### src/rtl/muldiv_sequencer.sv
`default_nettype none
// ============================================================================
// Module   : muldiv_sequencer
// Purpose  : Multi-cycle RV32M execution controller beside the EX-stage ALU.
//            It runs a 2-cycle multiply path or a XLEN-iteration restoring
//            divider. Divide-by-zero and signed overflow resolve in one cycle.
//            The pipeline is held with stall while an op runs, and the
//            result comes with a one-cycle done pulse.
// Ports    : clk    - system clock, rising edge
//            rst    - synchronous active-high reset
//            start  - EX stage holds a valid M-extension instruction
//            funct3 - op select (MUL/MULH/MULHSU/MULHU/DIV/DIVU/REM/REMU)
//            rs1    - operand A / dividend
//            rs2    - operand B / divisor
//            flush  - pipeline redirect; aborts the op in flight
//            stall  - freeze PC, IF/ID, ID/EX while an op is in progress
//            done   - one-cycle pulse, result valid
//            result - registered result of the last completed op
// Revision : 1.0 - initial release
// ============================================================================
module muldiv_sequencer #(
    parameter int XLEN = 32
) (
    input  logic            clk,
    input  logic            rst,
    input  logic            start,
    input  logic [2:0]      funct3,
    input  logic [XLEN-1:0] rs1,
    input  logic [XLEN-1:0] rs2,
    input  logic            flush,
    output logic            stall,
    output logic            done,
    output logic [XLEN-1:0] result
);

    localparam int            c_CW   = $clog2(XLEN);
    localparam logic [c_CW-1:0] c_LAST = c_CW'(XLEN - 1);
    localparam logic [XLEN-1:0] c_MIN  = {1'b1, {(XLEN-1){1'b0}}};

    typedef enum logic [1:0] {
        S_IDLE = 2'd0,
        S_MUL  = 2'd1,
        S_DIV  = 2'd2,
        S_DONE = 2'd3
    } state_t;

    state_t          r_state;
    state_t          w_next;

    logic [1:0]      r_fn;          // funct3[1:0] of the accepted op
    logic [XLEN-1:0] r_op_a;
    logic [XLEN-1:0] r_op_b;
    logic [XLEN-1:0] r_rem;
    logic [XLEN-1:0] r_quo;         // holds the dividend, shifted out as quotient bits enter
    logic [XLEN-1:0] r_divisor;     // divisor magnitude
    logic            r_quo_neg;
    logic            r_rem_neg;
    logic [c_CW-1:0] r_counter;
    logic [XLEN-1:0] r_result;

    // ------------------------------------------------------------------
    // Decode on the incoming operands (used only in IDLE)
    // ------------------------------------------------------------------
    logic            w_signed_div;
    logic            w_div_zero;
    logic            w_div_ovf;
    logic            w_special;
    logic [XLEN-1:0] w_special_res;
    logic [XLEN-1:0] w_abs_a;
    logic [XLEN-1:0] w_abs_b;

    assign w_signed_div  = ~funct3[0];
    assign w_div_zero    = (rs2 == '0);
    assign w_div_ovf     = w_signed_div & (rs1 == c_MIN) & (rs2 == '1);
    assign w_special     = w_div_zero | w_div_ovf;
    // funct3[1] selects REM/REMU over DIV/DIVU
    assign w_special_res = funct3[1] ? (w_div_zero ? rs1 : '0)
                                     : (w_div_zero ? '1  : c_MIN);
    assign w_abs_a       = (w_signed_div & rs1[XLEN-1]) ? -rs1 : rs1;
    assign w_abs_b       = (w_signed_div & rs2[XLEN-1]) ? -rs2 : rs2;

    // ------------------------------------------------------------------
    // Multiply path: operands sign-extended to 2*XLEN as the op requires
    // ------------------------------------------------------------------
    logic            w_a_signed;
    logic            w_b_signed;
    logic [2*XLEN-1:0] w_a_ext;
    logic [2*XLEN-1:0] w_b_ext;
    logic [2*XLEN-1:0] w_product;
    logic [XLEN-1:0] w_mul_res;

    assign w_a_signed = (r_fn != 2'b11);   // only MULHU treats rs1 as unsigned
    assign w_b_signed = ~r_fn[1];          // MULHSU and MULHU treat rs2 as unsigned
    assign w_a_ext    = {{XLEN{w_a_signed & r_op_a[XLEN-1]}}, r_op_a};
    assign w_b_ext    = {{XLEN{w_b_signed & r_op_b[XLEN-1]}}, r_op_b};
    assign w_product  = w_a_ext * w_b_ext;
    assign w_mul_res  = (r_fn == 2'b00) ? w_product[XLEN-1:0]
                                        : w_product[2*XLEN-1:XLEN];

    // ------------------------------------------------------------------
    // Restoring divide step. The shifted partial remainder needs XLEN+1
    // bits because unsigned divisors can use the full XLEN range. When the
    // trial succeeds the difference is below the divisor, so its low XLEN
    // bits are exact.
    // ------------------------------------------------------------------
    logic [XLEN:0]   w_shift;
    logic            w_ge;
    logic [XLEN-1:0] w_diff;
    logic [XLEN-1:0] w_rem_next;
    logic [XLEN-1:0] w_quo_next;
    logic [XLEN-1:0] w_div_res;

    assign w_shift    = {r_rem, r_quo[XLEN-1]};
    assign w_ge       = (w_shift >= {1'b0, r_divisor});
    assign w_diff     = w_shift[XLEN-1:0] - r_divisor;
    assign w_rem_next = w_ge ? w_diff : w_shift[XLEN-1:0];
    assign w_quo_next = {r_quo[XLEN-2:0], w_ge};
    assign w_div_res  = r_fn[1] ? (r_rem_neg ? -w_rem_next : w_rem_next)
                                : (r_quo_neg ? -w_quo_next : w_quo_next);

    // ------------------------------------------------------------------
    // FSM
    // ------------------------------------------------------------------
    always_ff @(posedge clk) begin
        if (rst) begin
            r_state <= S_IDLE;
        end else begin
            r_state <= w_next;
        end
    end

    always_comb begin
        w_next = r_state;
        stall  = 1'b0;
        done   = 1'b0;
        case (r_state)
            S_IDLE: begin
                stall = start & ~flush;
                if (start) begin
                    if (!funct3[2]) begin
                        w_next = S_MUL;
                    end else if (w_special) begin
                        w_next = S_DONE;
                    end else begin
                        w_next = S_DIV;
                    end
                end
            end
            S_MUL: begin
                stall  = 1'b1;
                w_next = S_DONE;
            end
            S_DIV: begin
                stall = 1'b1;
                if (r_counter == c_LAST) begin
                    w_next = S_DONE;
                end
            end
            S_DONE: begin
                done   = 1'b1;
                w_next = S_IDLE;
            end
            default: w_next = S_IDLE;
        endcase
        if (flush) begin
            w_next = S_IDLE;
        end
    end

    // ------------------------------------------------------------------
    // Datapath registers
    // ------------------------------------------------------------------
    always_ff @(posedge clk) begin
        if (rst) begin
            r_fn      <= '0;
            r_op_a    <= '0;
            r_op_b    <= '0;
            r_rem     <= '0;
            r_quo     <= '0;
            r_divisor <= '0;
            r_quo_neg <= 1'b0;
            r_rem_neg <= 1'b0;
            r_counter <= '0;
            r_result  <= '0;
        end else if (flush) begin
            // Abort: the result of the last completed op is kept
            r_counter <= '0;
        end else begin
            case (r_state)
                S_IDLE: begin
                    if (start) begin
                        r_fn      <= funct3[1:0];
                        r_op_a    <= rs1;
                        r_op_b    <= rs2;
                        r_counter <= '0;
                        if (funct3[2]) begin
                            if (w_special) begin
                                r_result <= w_special_res;
                            end else begin
                                r_rem     <= '0;
                                r_quo     <= w_abs_a;
                                r_divisor <= w_abs_b;
                                r_quo_neg <= w_signed_div & (rs1[XLEN-1] ^ rs2[XLEN-1]);
                                r_rem_neg <= w_signed_div & rs1[XLEN-1];
                            end
                        end
                    end
                end
                S_MUL: begin
                    r_result <= w_mul_res;
                end
                S_DIV: begin
                    r_rem     <= w_rem_next;
                    r_quo     <= w_quo_next;
                    r_counter <= r_counter + c_CW'(1);
                    if (r_counter == c_LAST) begin
                        r_result <= w_div_res;
                    end
                end
                default: ;
            endcase
        end
    end

    assign result = r_result;

endmodule
`default_nettype wire
### config.mk
export PLATFORM = sky130hd
export DESIGN_NAME = muldiv_sequencer
export DESIGN_NICKNAME = d
export VERILOG_FILES = /design/src/rtl/muldiv_sequencer.sv
export SDC_FILE = /design/constraint.sdc
export NUM_CORES = 2
export LEC_CHECK = 0
export BUFFER_PORTS_ARGS = -buffer_cell sky130_fd_sc_hd__clkbuf_2
export CORE_MARGIN = 5
export CORE_UTILIZATION = 65
export DETAILED_ROUTE_END_ITERATION = 12
export PLACE_DENSITY = 0.89
export SLEW_MARGIN = 20
export SYNTH_ARGS = -nofsm -noshare
export SYNTH_HDL_FRONTEND = slang
export SYNTH_SLANG_ARGS = --single-unit
### constraint.sdc
create_clock -name clk -period 11 [get_ports clk]
set_input_delay 1.1 -clock clk [delete_from_list [all_inputs] [get_ports clk]]
set_output_delay 1.1 -clock clk [all_outputs]
set_load 0.05 [all_outputs]
==> impl_summary.md <==
Status
The run finished with clean final reports.

Finish
The layout net count is 7451. The non-filler instance count after layout is 7073. The share of post-route cells with drive strength above 1 is 5.12%. Compared with the post-synthesis result, the final layout area differs by 4.34%.

The utilization after layout is 68.4%.

Die
The die width is 292 um. The number of core rows is 103. The initial core utilization is 65.5%. The floorplan step defined a die boundary enclosing 0.0854 sq mm. The core region is 0.0790 sq mm.

105 I/O pins were placed. The die is 292 um tall.

Power and ir drop
Per report_power, the clock group accounts for 28.6% of the total. The fraction of power spent switching nets is 45.0%. Overall power consumption after layout is estimated at 3480 uW. Of the total power, combinational logic draws 47.5%. The switching power of the nets is 1560 uW. Across the VDD grid, the largest voltage drop is 0.127 mV.

The power density of the placed cells is 64.4 mW/mm^2. The share of total power in sequential cells is 23.9%. The total internal power is 1910 uW. In this run the static leakage power is 0.0258 uW.

Clock tree
At the later pin of the worst-skew pair, clock insertion delay measures 570 ps. The master cell of the clock root buffer is sky130_fd_sc_hd__clkbuf_16. The hold buffer count at CTS is 0. The count of cells resized by post-cts repair is 0. The clock transition time at the flip-flop clock pins of the worst setup and hold paths is 60 ps. After clock tree synthesis, the setup repair step added 0 buffers. The longest clock path from root to sink contains 3 buffers. The CTS tree is yes.

For this design, the sink count on the clock tree is 203. The total CTS buffers is 25. CTS built an H-tree with a depth of 1.

Critical path
Data on the critical path arrives at its endpoint at 10080 ps. At the worst endpoint, the required time is 11430 ps. On the critical path, the stage with the largest delay is an instance of sky130_fd_sc_hd__fa_1. The critical path's most frequent cell is sky130_fd_sc_hd__fa_1. The largest single stage delay on the critical path is 790 ps.

Along the worst path, the maximum fanout reaches 34. The kind of critical path is reg2reg. The kind of capture point of the worst setup path is a flip-flop. The critical path startpoint category is a flip-flop.

GRT
The first global-routing pass estimated 257000 um of wire. Entering global routing, the biggest net connects 103 pins. The aggregate global-route resource usage is 38.1%. The overall overflow remaining after global route is 0. The number of antenna violations at the first check in global routing was 6. The number of global-route vias before repair was 47.0k.

Synth
In this run the mean area of a mapped cell was 8.46 sq um. In the synthesized netlist the dominant register cell turns out to be sky130_fd_sc_hd__dfxtp_1. The synthesized design spends more area on one cell type than any other, namely sky130_fd_sc_hd__fa_1. After synthesis the netlist holds a flip-flop and latch count of 203. By count the netlist is led by 1184 x sky130_fd_sc_hd__inv_1, 1126 x sky130_fd_sc_hd__fa_1, 1117 x sky130_fd_sc_hd__nand2_1, 378 x sky130_fd_sc_hd__and2_1, 325 x sky130_fd_sc_hd__clkbuf_1. Synthesis instantiated 88 different standard cells from the library. In the post-synthesis netlist, the cell with the most instances is sky130_fd_sc_hd__inv_1. The fraction of synthesis flops using an asynchronous set or reset pin is 0%. Yosys printed 0 warnings. The share of synthesized area in the top cell type comes to 43.6%.

The number of enable-type register cells in the synthesized netlist is 0. The instance count of the mapped netlist is 6119. The total nets after synthesis is 7572. After synthesis, the cell types taking the most area are sky130_fd_sc_hd__fa_1 44%, sky130_fd_sc_hd__inv_1 8.6%, sky130_fd_sc_hd__nand2_1 8.1%. After synthesis the cells add up to 0.0518 sq mm. The sequential share of the synthesized area is 7.85%.

Routing
The total routed wirelength is 161000 um. Summing over every cut layer, the via total after detailed routing is 43.8k. In this run, the number of DRC markers left after iteration 0 of detailed routing was 4369. After detailed routing, the average wire length per cell comes to 22.7 um.

After detailed routing, the number of remaining DRC violations is 0. The total iterations of the first detailed-routing run is 6. The vias per cell is 6.19. The detail route stage leaves a number of antenna-violating nets equal to 0.

Timing
The achievable clock frequency is 104 MHz. The final critical path takes up 87.8% of the cycle. The total count of hold-check failures in the final report came to 0. The final setup violation count is 0. In the post-route analysis, the smallest setup slack over all paths is 1340 ps. The tightest slew margin relative to the limit is 21.2%. The worst clock skew is 18.1 ps.

Setup repair after global routing left no endpoint under its margin. The post-layout minimum cycle time is 9660 ps. For the pin with the worst max-slew slack, the measured transition is 1180 ps. The number of slew-limit violations in the final report came to 0. In the final timing run, aggregate negative setup slack is 0 ps.

Placed design
The weighted congestion reported at the end of routability-driven placement is 1.06. The worst setup slack before clock tree synthesis is 1470 ps. After detailed placement, the design holds a cell count of 7021. Summed over all nets, the half-perimeter wirelength after detailed placement is 127000 um. The count of buffers from port buffering is 104.

Flow run
The number of max-cap violations is 0.

Worst hold path
The path type of the worst min-delay path is reg2reg.
==> stage by stage <==
stage / hold slack (ps) / area, sq um
3_3_place_gp: 438 / 53000
4_1_cts: 459 / 54000
3_5_place_dp: 447 / 53000
6_report: 458 / 54000
2_1_floorplan: 432 / 51800
5_1_grt: 478 / 54000
==> routing by layer <==
metal / track usage [%] / share of wire, % / vias to the layer above
met2: 60.6 / 46 / 2903
li1: - / - / 18400
met5: 0 / 0.0081 / -
met4: 24.6 / 8.7 / 2
met3: 8.69 / 11 / 868
met1: 47.2 / 34 / 21600
==> power groups by stage <==
stage	Clock [uW]	Combinational, uW	Sequential [uW]
floorplan	0	1100	801
global placement	0	1540	837
global route	1020	1790	830
finish	994	1650	830
detailed placement	0	1590	840
CTS	990	1600	824
==> area by class of cell <==
class | instances | area [sq um]
fill | 5994 | 25000
inverter | 1185 | 4450
timing repair buffer | 199 | 1240
clock buffer | 29 | 671
sequential | 203 | 4070
antenna | 6 | 15.0
tap | 1050 | 1310
multi-input combinational | 4384 | 42000
clock inverter | 17 | 284
==> path summary, 6_finish.rpt <==
check	startpoint	to	slack (ps)	cells past startpoint
max reg2reg	r_op_a[31]	result[27]	1340	28
min reg2reg	r_op_a[5]	r_op_a[5]	460	2
max	r_op_a[31]	result[27]	1340	28
min	r_op_a[5]	r_op_a[5]	460	2
==> cell families after synthesis <==
kind of cell,count (synthesis),share of synthesized area (%)
and+or+nand+nor,2002,17.8
buffers and inverters,1532,11.2
adders and majority gates,1382,49.7
AOI/OAI and AO/OA,778,9.66
DFF,203,7.85
xor gates and xnor gates,202,3.42
muxes,20,0.399
==> worst max-delay path: cells and delay by family (launching register included) <==
family                     cells  cell delay, ps
AOI/OAI and AO/OA              4            1110
and+or+nand+nor                7            1390
buffers and inverters          7            1680
xor gates and xnor gates       1              90
adders and majority gates      9            4910
DFF                            1             310
==> registers in the layout, summed over array words and instances (netlist names), 2 cells and up <==
name	cells
result	32
r_counter	5
r_state	2
r_quo	32
r_op_a	32
r_op_b	32
r_divisor	32
r_rem	32
r_fn	2
==> cell usage in the layout, fill, tap and decap left out, types with 8 or more instances in the layout <==
| cell | count |
|---|---|
| sky130_fd_sc_hd__a22oi_1 | 37 |
| sky130_fd_sc_hd__mux2i_1 | 15 |
| sky130_fd_sc_hd__o21bai_1 | 9 |
| sky130_fd_sc_hd__a2111oi_0 | 9 |
| sky130_fd_sc_hd__dfxtp_2 | 8 |
| sky130_fd_sc_hd__a21o_1 | 41 |
| sky130_fd_sc_hd__or4_1 | 13 |
| sky130_fd_sc_hd__a211oi_1 | 58 |
| sky130_fd_sc_hd__nand2b_1 | 34 |
| sky130_fd_sc_hd__a21oi_1 | 229 |
| sky130_fd_sc_hd__xnor2_1 | 117 |
| sky130_fd_sc_hd__clkbuf_16 | 25 |
| sky130_fd_sc_hd__inv_1 | 1184 |
| sky130_fd_sc_hd__o31ai_1 | 33 |
| sky130_fd_sc_hd__nand2_1 | 1117 |
| sky130_fd_sc_hd__o21a_1 | 22 |
| sky130_fd_sc_hd__or3_1 | 18 |
| sky130_fd_sc_hd__a221oi_1 | 20 |
| sky130_fd_sc_hd__buf_4 | 95 |
| sky130_fd_sc_hd__nor4_1 | 17 |
| sky130_fd_sc_hd__fa_1 | 1126 |
| sky130_fd_sc_hd__nor2_1 | 221 |
| sky130_fd_sc_hd__o21ai_0 | 168 |
| sky130_fd_sc_hd__clkbuf_2 | 103 |
| sky130_fd_sc_hd__o211ai_1 | 22 |
| sky130_fd_sc_hd__a31oi_1 | 20 |
| sky130_fd_sc_hd__nand3_1 | 33 |
| sky130_fd_sc_hd__dfxtp_1 | 195 |
| sky130_fd_sc_hd__or2_2 | 20 |
| sky130_fd_sc_hd__ha_1 | 255 |
| sky130_fd_sc_hd__xor2_1 | 85 |
| sky130_fd_sc_hd__nand4_1 | 25 |
| sky130_fd_sc_hd__o2111ai_1 | 8 |
| sky130_fd_sc_hd__and3_1 | 26 |
| sky130_fd_sc_hd__and2_1 | 378 |
| sky130_fd_sc_hd__nor3_1 | 51 |
| sky130_fd_sc_hd__nor2b_1 | 12 |
| sky130_fd_sc_hd__o41ai_1 | 9 |
| sky130_fd_sc_hd__o221ai_1 | 10 |
Power figures use the tool's default switching activity.
